<file path="config.mk">
export PLATFORM = sky130hd
export DESIGN_NAME = bch_frame_arbiter_flat
export DESIGN_NICKNAME = d
export VERILOG_FILES = /design/src/rtl/bch_frame_arbiter_if.sv /design/src/rtl/bch_frame_arbiter.sv /design/src/flat_wrapper.sv
export SDC_FILE = /design/constraint.sdc
export NUM_CORES = 1
export LEC_CHECK = 0
export BUFFER_PORTS_ARGS = -buffer_cell sky130_fd_sc_hd__buf_2
export CAP_MARGIN = 20
export CORE_AREA = 2 2 50 57
export DETAILED_ROUTE_END_ITERATION = 12
export DIE_AREA = 0 0 52 59
export PLACE_DENSITY_LB_ADDON = 0.08
export SLEW_MARGIN = 20
export SYNTH_ARGS = -nofsm -noshare
export SYNTH_HDL_FRONTEND = slang
export SYNTH_SLANG_ARGS = --single-unit
</file>
<file path="constraint.sdc">
create_clock -name clk -period 3 [get_ports clk]
set_input_delay 0.15 -clock clk [delete_from_list [all_inputs] [get_ports clk]]
set_output_delay 0.15 -clock clk [all_outputs]
set_load 0.05 [all_outputs]
</file>
<file path="src/rtl/bch_frame_arbiter_if.sv">
// Bundle of the arbiter's FIFO-side, encoder-side and status signals.
// master: the arbiter itself; slave: the surrounding FIFOs, encoder and control.
interface bch_frame_arbiter_if;
  logic enable;
  logic fifo0_in_data;
  logic fifo0_in_empty;
  logic fifo0_in_re;
  logic fifo1_in_data;
  logic fifo1_in_empty;
  logic fifo1_in_re;
  logic enc_data;
  logic enc_empty;
  logic enc_re;
  logic grant;
  logic busy;
  logic frame_start;
  logic frame_done;

  modport master (
    input  enable,
    input  fifo0_in_data,
    input  fifo0_in_empty,
    output fifo0_in_re,
    input  fifo1_in_data,
    input  fifo1_in_empty,
    output fifo1_in_re,
    output enc_data,
    output enc_empty,
    input  enc_re,
    output grant,
    output busy,
    output frame_start,
    output frame_done
  );

  modport slave (
    output enable,
    output fifo0_in_data,
    output fifo0_in_empty,
    input  fifo0_in_re,
    output fifo1_in_data,
    output fifo1_in_empty,
    input  fifo1_in_re,
    input  enc_data,
    input  enc_empty,
    output enc_re,
    input  grant,
    input  busy,
    input  frame_start,
    input  frame_done
  );
endinterface

</file>
<file path="src/rtl/bch_frame_arbiter.sv">
// Round-robin arbiter sharing one BCH encoder between two bit-serial FIFOs.
// A grant is held for exactly K accepted reads so codewords never mix sources.
module bch_frame_arbiter #(
  parameter int unsigned K     = 7,
  parameter int unsigned CNT_W = 8
) (
  input logic                 clk,
  input logic                 rst_n,
  bch_frame_arbiter_if.master bus
);

  localparam logic [0:0] IDLE   = 1'b0;
  localparam logic [0:0] LOCKED = 1'b1;

  logic [0:0]       state_q, state_d;
  logic             grant_q, grant_d;
  logic             prio_q, prio_d;      // requester preferred on a tie
  logic [CNT_W-1:0] cnt_q, cnt_d;
  logic             frame_start_q, frame_start_d;
  logic             frame_done_q;
  logic             sel_q;               // grant delayed to line up with FIFO read latency
  logic             rd_q;                // a read was accepted last cycle, ENC_DATA is live

  logic locked, owner_empty, accept, last_bit;

  // Read-acceptance decode for the current owner.
  always_comb begin
    locked      = (state_q == LOCKED);
    owner_empty = grant_q ? bus.fifo1_in_empty : bus.fifo0_in_empty;
    accept      = bus.enc_re & locked & ~owner_empty;
    last_bit    = accept && (cnt_q == CNT_W'(K - 1));
  end

  // Next-state logic: grant at frame boundaries only, count accepted reads.
  always_comb begin
    state_d       = state_q;
    grant_d       = grant_q;
    prio_d        = prio_q;
    cnt_d         = cnt_q;
    frame_start_d = 1'b0;
    case (state_q)
      IDLE: begin
        if (bus.enable && (!bus.fifo0_in_empty || !bus.fifo1_in_empty)) begin
          state_d       = LOCKED;
          frame_start_d = 1'b1;
          // Tie goes to the preferred requester; otherwise the only non-empty one.
          if (!bus.fifo0_in_empty && !bus.fifo1_in_empty) grant_d = prio_q;
          else                                             grant_d = bus.fifo0_in_empty;
        end
      end
      LOCKED: begin
        if (accept) begin
          if (last_bit) begin
            cnt_d   = '0;
            prio_d  = ~grant_q;
            state_d = IDLE;
          end else begin
            cnt_d = cnt_q + CNT_W'(1);
          end
        end
      end
      default: state_d = IDLE;
    endcase
  end

  // State and output registers; reset abandons any partial frame.
  always_ff @(posedge clk or negedge rst_n) begin
    if (!rst_n) begin
      state_q       <= IDLE;
      grant_q       <= 1'b0;
      prio_q        <= 1'b0;
      cnt_q         <= '0;
      frame_start_q <= 1'b0;
      frame_done_q  <= 1'b0;
      sel_q         <= 1'b0;
      rd_q          <= 1'b0;
    end else begin
      state_q       <= state_d;
      grant_q       <= grant_d;
      prio_q        <= prio_d;
      cnt_q         <= cnt_d;
      frame_start_q <= frame_start_d;
      frame_done_q  <= last_bit;
      sel_q         <= grant_q;
      rd_q          <= accept;
    end
  end

  // Combinational handshake paths and registered status outputs.
  always_comb begin
    bus.enc_empty   = ~locked | owner_empty;
    bus.fifo0_in_re = accept & ~grant_q;
    bus.fifo1_in_re = accept & grant_q;
    bus.enc_data    = rd_q & (sel_q ? bus.fifo1_in_data : bus.fifo0_in_data);
    bus.grant       = grant_q;
    bus.busy        = locked;
    bus.frame_start = frame_start_q;
    bus.frame_done  = frame_done_q;
  end

endmodule

</file>
<file path="src/flat_wrapper.sv">
// flat-port wrapper written by rule: the top's interface ports become plain ports
module bch_frame_arbiter_flat 
#(
  parameter int unsigned K     = 7,
  parameter int unsigned CNT_W = 8
)
  (clk, rst_n, bus_enable, bus_fifo0_in_data, bus_fifo0_in_empty, bus_fifo0_in_re, bus_fifo1_in_data, bus_fifo1_in_empty, bus_fifo1_in_re, bus_enc_data, bus_enc_empty, bus_enc_re, bus_grant, bus_busy, bus_frame_start, bus_frame_done);
  bch_frame_arbiter_if bus_i ();
  input logic clk;
  input logic rst_n;
  input wire logic [$bits(bus_i.enable)-1:0] bus_enable;
  input wire logic [$bits(bus_i.fifo0_in_data)-1:0] bus_fifo0_in_data;
  input wire logic [$bits(bus_i.fifo0_in_empty)-1:0] bus_fifo0_in_empty;
  output wire logic [$bits(bus_i.fifo0_in_re)-1:0] bus_fifo0_in_re;
  input wire logic [$bits(bus_i.fifo1_in_data)-1:0] bus_fifo1_in_data;
  input wire logic [$bits(bus_i.fifo1_in_empty)-1:0] bus_fifo1_in_empty;
  output wire logic [$bits(bus_i.fifo1_in_re)-1:0] bus_fifo1_in_re;
  output wire logic [$bits(bus_i.enc_data)-1:0] bus_enc_data;
  output wire logic [$bits(bus_i.enc_empty)-1:0] bus_enc_empty;
  input wire logic [$bits(bus_i.enc_re)-1:0] bus_enc_re;
  output wire logic [$bits(bus_i.grant)-1:0] bus_grant;
  output wire logic [$bits(bus_i.busy)-1:0] bus_busy;
  output wire logic [$bits(bus_i.frame_start)-1:0] bus_frame_start;
  output wire logic [$bits(bus_i.frame_done)-1:0] bus_frame_done;
  assign bus_i.enable = bus_enable;
  assign bus_i.fifo0_in_data = bus_fifo0_in_data;
  assign bus_i.fifo0_in_empty = bus_fifo0_in_empty;
  assign bus_fifo0_in_re = bus_i.fifo0_in_re;
  assign bus_i.fifo1_in_data = bus_fifo1_in_data;
  assign bus_i.fifo1_in_empty = bus_fifo1_in_empty;
  assign bus_fifo1_in_re = bus_i.fifo1_in_re;
  assign bus_enc_data = bus_i.enc_data;
  assign bus_enc_empty = bus_i.enc_empty;
  assign bus_i.enc_re = bus_enc_re;
  assign bus_grant = bus_i.grant;
  assign bus_busy = bus_i.busy;
  assign bus_frame_start = bus_i.frame_start;
  assign bus_frame_done = bus_i.frame_done;
  bch_frame_arbiter #(.K(K), .CNT_W(CNT_W)) u_core (.clk(clk), .rst_n(rst_n), .bus(bus_i));
endmodule
</file>
After elaboration in Yosys (flattened, before gate mapping)
Index checks and enable logic that the tools add are counted.

storage, ports and cells
  register bits after elaboration = 15
  output and inout port bits = 8
  word-level logic and storage cells = 37
  input bits = 8

operators by class
  add/sub/neg operators = 1
  equality and inequality tests = 1
  mux-type cells = 9
  bitwise logic cells = 9
  reduce and logical (&&, ||, !) cells = 9

operators by type and width
  operator                                              count
  adder 8 x 1 -> 8 bit (second input constant)          1
  equality test 8 x 3 -> 1 bit (second input constant)  1
  two-way mux 8 bit                                     1
  two-way mux 1 bit                                     7
  bitwise AND 1 bit                                     5
  AND reduction 2 bit                                   2
  logical AND 1 bit                                     3
  NOT 1 bit                                             3
  AND reduction 3 bit                                   1
  logical NOT 1 bit                                     2
  case mux 1 bit (2 select lines)                       1
  logical OR 1 bit                                      1
  OR 1 bit                                              1

Longest topological paths before layout
Gate-level depths: netlist (run 1).

  depth in word-level cells = 7
  depth in mapped cells = 6
  gate-level depth less buffers = 6

Least setup slack after synthesis (run 1)
OpenSTA, ideal clock, no wires.

  kind = register to output
  start point = register u_core.grant_q (netlist: u_core.bus.grant)
  end point = output port bus_fifo0_in_re
  data required time = 2850 ps
  path slack = 912 ps
  buffers on the path = 0
  stages on the path, launching flop included = 4
  data arrival time = 1938 ps
  cell sequence = dfrtp_1 -> mux2i_4 -> nand3_2 -> nor2_1

on the way
  longest elaborated chain between the ends = 4
  elaborated cells on any way between the ends = 5
  those cells by class = mux (1); bitwise (4)

ends and longest elaborated chain
  what                    line                     source
  start, declared         bch_frame_arbiter.sv:16  logic grant_q, grant_d;
  start signal, assigned  bch_frame_arbiter.sv:79  grant_q <= grant_d;
  two-way mux 1 bit       bch_frame_arbiter.sv:29  owner_empty = grant_q ? bus.fifo1_in_empty : bus.fifo0_in_empty;
  NOT 1 bit               bch_frame_arbiter.sv:30  accept = bus.enc_re & locked & ~owner_empty;
  bitwise AND 1 bit       bch_frame_arbiter.sv:30
  bitwise AND 1 bit (*)   bch_frame_arbiter.sv:92  bus.fifo0_in_re = accept & ~grant_q;
  end, declared           flat_wrapper.sv:14       output wire logic [$bits(bus_i.fifo0_in_re)-1:0] bus_fifo0_in_re;

Mark *: on every way between the ends. The rest lies on a longest branch, timed or not.

Worst setup path after layout (run 1)
  start point = register u_core.grant_q (netlist: u_core.bus.grant)
  end point = output port bus_fifo1_in_re

on the way
  longest elaborated chain between the ends = 4

ends and longest elaborated chain
  what                     line                     source
  two-way mux 1 bit        bch_frame_arbiter.sv:29
  NOT 1 bit                bch_frame_arbiter.sv:30
  bitwise AND 1 bit        bch_frame_arbiter.sv:30
  named net u_core.accept  bch_frame_arbiter.sv:24  logic locked, owner_empty, accept, last_bit;
  bitwise AND 1 bit        bch_frame_arbiter.sv:93  bus.fifo1_in_re = accept & grant_q;
  end, declared            flat_wrapper.sv:17       output wire logic [$bits(bus_i.fifo1_in_re)-1:0] bus_fifo1_in_re;

The timed path passes the listed nets, and every way through them passes these cells.

==> results.py, run 1 <==
metrics = {
    "finish": {
        "layout-drive-gt1-share_pct": 30.5,
        "layout_common_cells": "15 x buf_2, 15 x dfrtp_1, 8 x nand2_1",
        "area_growth_pct": 21.0,
        "nets": 93,
        "num_antenna_cells": 0,
        "multiInputGateArea_um2": 325,
        "fin_util_pct": 35.4,
        "regArea_um2": 375,
        "fillCellCount": 265,
    },
    "synthesis": {
        "syn_area_um2": 716,
        "syn_inst": 62,
        "synthDominantCellAreaShare_pct": 52.4,
        "synth_area_leader_cell": "dfrtp_1",
        "yosysWarnings": 0,
        "synth.area.top_cells": "dfrtp_1 52%, nand2_1 4.2%, ha_1 3.5%",
        "ys_ff_latch": 15,
        "syn_avg_cell_area_um2": 11.5,
        "synth_nets": 72,
        "synth_cell_types": 29,
        "seq_area_frac_synth_pct": 52.4,
    },
    "worst_hold_path": {
        "whs_path_depth": 2,
        "worstHoldStart": "bus_fifo1_in_empty",
        "hp-class": "input pin to flip-flop",
        "whs_endpoint": "u_core.bus.grant",
    },
    "clocking": {
        "cts.clk_slew.worst_paths_ns": 0.08,
        "numCtsBuffers": 3,
        "h-tree-depth": 1,
        "cts.sinks": 15,
        "cts.hold.buffers_added": 1,
        "cts_setup_buffers": 0,
        "ctsLongestPathBuffers": 2,
        "cts_resized": 0,
        "cts_root_buf": "clkbuf_4",
        "clk_latency_ns": 0.28,
        "cts_tree": "built",
    },
    "detailed_routing": {
        "antenna_left": 0,
        "drtIter0Drc": 6,
        "via_per_inst": 4.46,
        "wire_per_inst_um": 11.9,
        "drcViolationCount": 0,
        "firstDrtPassIters": 4,
        "routed_wl_um": 1340,
        "dr_total_vias": 504,
    },
    "sta": {
        "fin_skew_ns": 0.00496,
        "final.setup.tns_ns": 0,
        "tightest_slew_ns": 0.514,
        "layout_min_cycle_time_ns": 1.96,
        "setup_viol": 0,
        "slew_violations": 0,
        "hold_viol_final": 0,
        "max_slew_margin_pct": 65.4,
        "fmax_ghz": 0.509,
        "rsz0062_at_grt": "no",
        "period_share_pct": 65.5,
    },
    "pwr": {
        "leakage_nw": 0.439,
        "ir_drop_v": 0.000318,
        "powerDensity_nw_per_um2": 855,
    },
    "worst_setup_path": {
        "rr_endpoint": "u_core.cnt_q[6]",
        "r2r-start": "u_core.bus.grant",
        "worstSetupPathType": "flip-flop to output pin",
        "crit_fanout": 7,
        "cp_slowest_stage_delay_ns": 0.49,
        "crit_chain": "mux2i_4 > nand3_2 > inv_2 > and2_2 > buf_2",
        "crit_family": "flip-flops",
        "end_kind": "output pin",
        "startpoint": "u_core.bus.grant",
        "required_ns": 2.85,
        "r2r_slack_ns": 1.32,
        "startpoint_type": "flip-flop",
        "reg2reg_depth": 4,
        "crit_arrival_ns": 1.81,
        "crit_slowest_cell": "dfrtp_1",
        "path_buf_inv": 2,
    },
    "die": {
        "fp.coreArea_um2": 2450,
        "io-pin-count": 16,
        "rows": 19,
        "die_h_um": 59,
        "die-area_um2": 3070,
        "die_x_um": 52,
        "start_util_pct": 29.2,
    },
    "run_status": {
        "outcome": "finished clean",
    },
    "grt": {
        "grt_pass1_wl_um": 2260,
        "grt_pass1_vias": 511,
        "grt_max_degree": 16,
        "track_usage_pct": 10.3,
        "antenna_found_initial": 0,
        "grt-ovfl-total": 0,
    },
    "place": {
        "portBuffers": 15,
        "hpwl_um": 1020,
        "place_congestion": 0.653,
    },
    "flow_run": {
        "drv_cap": 0,
    },
}
-- worst max-delay path by stage --
stage	end	slack [ns]	cells past startpoint
global placement	u_core.cnt_q[6]	1.30	4
CTS	bus_fifo1_in_re	0.98	5
floorplan	bus_fifo0_in_re	0.91	3
detailed placement	u_core.cnt_q[6]	1.29	4
global route	bus_fifo1_in_re	0.89	5
finish	bus_fifo1_in_re	1.04	5
-- sequential cells by signal, summed over array words and instances, names as in the netlist --
name / flops
u_core.prio_q: 1
u_core.bus.grant: 1
u_core.bus.busy: 1
u_core.bus.frame_start: 1
u_core.cnt_q: 8
u_core.rd_q: 1
u_core.sel_q: 1
u_core.bus.frame_done: 1
-- final cells by class --
class                   instances  area share, %
flip-flops and latches         15           43.4
inverters                       4           1.73
well taps                      31           4.48
repair buffers                 16           9.83
multi-input cells              43           37.6
clock buffers                   4           3.03
-- where the power goes --
part,switching (W),internal [W],total [W]
sequential,0.0000780,0.000263,0.000341
combinational,0.000189,0.0000977,0.000287
clock,0.0000610,0.0000515,0.000112
-- worst register-to-register path, stage by stage (launching register included) --
cell     delay (ns)
dfrtp_1        0.49
mux2i_4        0.35
nand3_2        0.18
or3_4          0.43
xnor2_2        0.13
-- through the flow --
step / power [W] / hold WS [ns] / cell area, um^2 / setup slack (ns) / std cells
4_1_cts: 0.000757 / 0.0954 / 866 / 0.976 / 113
3_5_place_dp: 0.000636 / 0.0879 / 830 / 1.29 / 108
5_1_grt: 0.000800 / 0.103 / 866 / 0.891 / 113
3_3_place_gp: 0.000635 / 0.0785 / 830 / 1.30 / 108
2_1_floorplan: 0.000554 / -0.146 / 716 / 0.912 / 62
6_report: 0.000740 / 0.110 / 866 / 1.04 / 113
-- Yosys cell counts (all sizes together) --
| cell | number |
|---|---|
| dfrtp | 15 |
| a21oi | 1 |
| nand3 | 3 |
| nand2 | 8 |
| mux2i | 3 |
| inv | 4 |
| nor2 | 2 |
| nand2b | 2 |
| xor2 | 2 |
| xnor2 | 2 |
| ha | 2 |
| nor4 | 1 |
| nor2b | 1 |
| nand4 | 2 |
| nand4bb | 1 |
| o21bai | 1 |
| a21o | 1 |
| or4 | 1 |
| and2 | 1 |
| o31ai | 1 |
| a32o | 1 |
| or3 | 1 |
| nor3 | 2 |
| o21ai | 4 |
-- layer usage --
layer  GRT usage, %  routed length, um
met1           12.7                643
met2           15.9                635
met3           2.27                 46
met4           6.77                 19
met5              0                  0
-- cells by family (layout without fill, tap and decap cells) --
kind of cell / count (synthesis) / after routing / share of synthesized area [%]
simple gates: 25 / 25 / 22.0
flops: 15 / 15 / 52.4
compound gates: 9 / 9 / 8.04
xor+xnor: 4 / 4 / 5.95
buf+inv: 4 / 24 / 2.10
mux: 3 / 3 / 5.94
fa+ha+maj: 2 / 2 / 3.50
(Power assumes the default switching activity.)
==> inputs of run 2 (changes only) <==
--- a/config.mk
+++ b/config.mk
@@ -5,11 +5,12 @@
 export SDC_FILE = /design/constraint.sdc
 export NUM_CORES = 1
 export LEC_CHECK = 0
+export ABC_AREA = 1
 export BUFFER_PORTS_ARGS = -buffer_cell sky130_fd_sc_hd__buf_2
 export CAP_MARGIN = 20
-export CORE_AREA = 2 2 50 57
+export CORE_AREA = 2 2 53 60
 export DETAILED_ROUTE_END_ITERATION = 12
-export DIE_AREA = 0 0 52 59
+export DIE_AREA = 0 0 55 62
 export PLACE_DENSITY_LB_ADDON = 0.08
 export SLEW_MARGIN = 20
 export SYNTH_ARGS = -nofsm -noshare
==> constraint.sdc (replaced) <==
create_clock -name clk -period 2 [get_ports clk]
set_input_delay 0.1 -clock clk [delete_from_list [all_inputs] [get_ports clk]]
set_output_delay 0.1 -clock clk [all_outputs]
set_load 0.05 [all_outputs]
==> run 2 against run 1 <==
  * Sequential cell count is the same
  * Cell area grew 12%
  * Combinational power grew 78%
  * Worst hold slack gained 0.021 ns
  * Register-to-register slack lost 0.60 ns
  * First-iteration DRC count grew 50%
  * Cell count grew 44%
  * Synthesized cell count grew 74%
  * Largest power group is now combinational cells
  * Critical path depth grew 2
  * Clock skew shrank 0.0034 ns
  * Die area grew 11%
==> results.py, run 2 <==
metrics = {
    "synthesis": {
        "synth_ff_type": "dfrtp_1",
        "syn_area_um2": 806,
        "synth_cell_types": 18,
        "synth_edf_count": 0,
        "synthDominantCellAreaShare_pct": 46.6,
        "ys_ff_latch": 15,
        "seq_area_frac_synth_pct": 46.6,
        "synth.area.top_cells": "dfrtp_1 47%, nand2_1 18%, nand3_1 8.1%",
        "syn_avg_cell_area_um2": 7.46,
        "yosysWarnings": 0,
        "synth_nets": 118,
        "syn_inst": 108,
        "synth_area_leader_cell": "dfrtp_1",
        "synth.most_common_cell": "nand2_1",
        "synthArstFlopShare_pct": 100,
        "synthTopCellsByCount": "39 x nand2_1, 15 x dfrtp_1, 13 x inv_1, 13 x nand3_1, 9 x nor2_1",
    },
    "detailed_routing": {
        "routed_wl_um": 1700,
        "drcViolationCount": 0,
        "drtIter0Drc": 9,
        "via_per_inst": 4.47,
        "dr_total_vias": 728,
        "firstDrtPassIters": 4,
        "antenna_left": 0,
        "wire_per_inst_um": 10.4,
    },
    "worst_setup_path": {
        "crit_arrival_ns": 1.57,
        "crit_fanout": 10,
        "reg2reg_depth": 8,
        "path_buf_inv": 3,
        "cp.depth": 7,
        "cp_slowest_stage_delay_ns": 0.43,
        "end_kind": "output pin",
        "crit_slowest_cell": "dfrtp_1",
        "required_ns": 1.90,
        "startpoint_type": "flip-flop",
        "worstSetupPathType": "flip-flop to output pin",
        "crit_chain": "inv_2 > nand2_2 > nand2_2 > nor2_4 > inv_2 > nor2_1 > buf_2",
        "crit_family": "buffers and inverters",
    },
    "finish": {
        "largest_register_ffs": 8,
        "nets": 140,
        "area_growth_pct": 19.9,
        "top_register": "u_core.cnt_q",
        "instances_no_fill": 163,
        "num_antenna_cells": 0,
        "fillCellCount": 340,
        "regArea_um2": 375,
        "layout-drive-gt1-share_pct": 20.2,
        "final_common_cell": "nand2_1",
        "multiInputGateArea_um2": 358,
        "layout_common_cells": "39 x nand2_1, 15 x buf_2, 15 x dfrtp_1",
    },
    "place": {
        "dp.cells": 155,
        "place_congestion": 0.744,
        "hpwl_um": 1300,
        "pre_cts_ws_ns": 0.499,
        "portBuffers": 15,
    },
    "sta": {
        "hold_viol_final": 0,
        "tightest_slew_ns": 0.350,
        "layout_min_cycle_time_ns": 1.67,
        "setup_viol": 0,
        "max_slew_margin_pct": 76.7,
        "period_share_pct": 83.6,
        "holdWs_ns": 0.131,
        "rsz0062_at_grt": "no",
        "setup_ws_ns": 0.328,
        "fin_skew_ns": 0.00154,
        "fmax_ghz": 0.598,
        "final.setup.tns_ns": 0,
        "slew_violations": 0,
    },
    "grt": {
        "grt_max_degree": 16,
        "track_usage_pct": 12.9,
        "grt-ovfl-total": 0,
        "grt_pass1_vias": 670,
        "antenna_found_initial": 0,
        "grt_pass1_wl_um": 3020,
    },
    "clocking": {
        "cts_root_buf": "clkbuf_4",
        "numCtsBuffers": 3,
        "h-tree-depth": 1,
        "cts.sinks": 15,
        "ctsLongestPathBuffers": 2,
        "cts_tree": "built",
        "cts.clk_slew.worst_paths_ns": 0.09,
        "clk_latency_ns": 0.28,
    },
    "die": {
        "die_h_um": 62,
        "die-area_um2": 3410,
        "start_util_pct": 27.9,
        "io-pin-count": 16,
        "fp.coreArea_um2": 2890,
        "rows": 21,
        "die_x_um": 55,
    },
    "run_status": {
        "outcome": "finished clean",
    },
    "flow_run": {
        "drv_cap": 0,
    },
    "worst_hold_path": {
        "whs_path_depth": 3,
        "hp-class": "input pin to flip-flop",
    },
    "pwr": {
        "powerDensity_nw_per_um2": 1210,
        "leakage_nw": 0.553,
        "ir_drop_v": 0.000578,
    },
}
-- run 2: changes by cell type after synthesis, sizes merged, moves of 2 or more --
cell and change:
xnor2 -2, nand2 +33, nor2 +8, inv +11, buf +2, mux2i -3
nand2b -2, nor3 -2, nand3 +10
-- run 2: area by class of cell --
class                      instances  area share, %
multi-input combinational         76           37.0
sequential                        15           38.9
inverter                          15           5.83
tap                               34           4.40
clock buffer                       4           2.72
timing repair buffer              19           11.1
-- run 2: worst register-to-register path, cell delays in order (launching register included) --
cell and delay (ns):
dfrtp_1 0.43, inv_2 0.08, nand2_2 0.07, nand2_2 0.06, nor2_4 0.17, buf_4 0.17, nand2_1 0.09, nand2_1 0.07
nand2_1 0.04
-- run 2: metal layers --
layer	share of wire (%)	up-vias	track usage, %	wire length [um]
li1	-	376	-	-
met1	46	337	16.0	787
met2	49	13	20.6	837
met3	3.4	2	2.87	58
met4	0.88	0	7.32	15
met5	0	-	0	0
-- run 2: logic make-up (layout without fill, tap and decap cells) --
kind of cell / after synthesis / after routing / share of synthesized area, %
buf+inv: 17 / 38 / 9.01
fa+ha+maj: 2 / 2 / 3.11
compound gates: 6 / 6 / 4.04
xor+xnor: 2 / 2 / 2.17
flops: 15 / 15 / 46.6
simple gates: 66 / 66 / 35.1
-- run 2: power by group --
| part | switching, W | leakage (nW) | internal, W |
|---|---|---|---|
| registers | 0.0000917 | 0.195 | 0.000387 |
| logic | 0.000355 | 0.343 | 0.000156 |
| clock network | 0.0000980 | 0.0150 | 0.0000773 |
| total | 0.000545 | 0.553 | 0.000621 |
-- run 2: metrics by stage --
stage | util (%) | power [W] | cell area, um^2
after floorplan | - | 0.000869 | 806
after global placement | 31.4 | 0.000980 | 907
after detailed placement | 31.4 | 0.000981 | 907
after CTS | 32.6 | 0.00117 | 943
after global routing | 33.4 | 0.00128 | 966
final | 33.4 | 0.00117 | 966
-- run 2: repair_timing --
action | in CTS | in global routing
setup endpoints to repair | 0 | 1
resized for setup | 0 | 0
hold endpoints to repair | 15 | 0
hold buffers | 1 | 0
setup buffers | 0 | 3
-- run 2: path summary, 6_finish.rpt --
path,start,endpoint,slack [ns]
setup / recovery,u_core.bus.grant,bus_fifo1_in_re,0.33
hold / removal,bus_fifo0_in_empty,u_core.bus.grant,0.13
setup reg to reg,u_core.bus.grant,u_core.bus.busy,0.72
hold reg to reg,u_core.bus.grant,u_core.sel_q,0.48
max in group asynchronous,rst_n,u_core.bus.busy,1.50
min in group asynchronous,rst_n,u_core.cnt_q[4],0.25
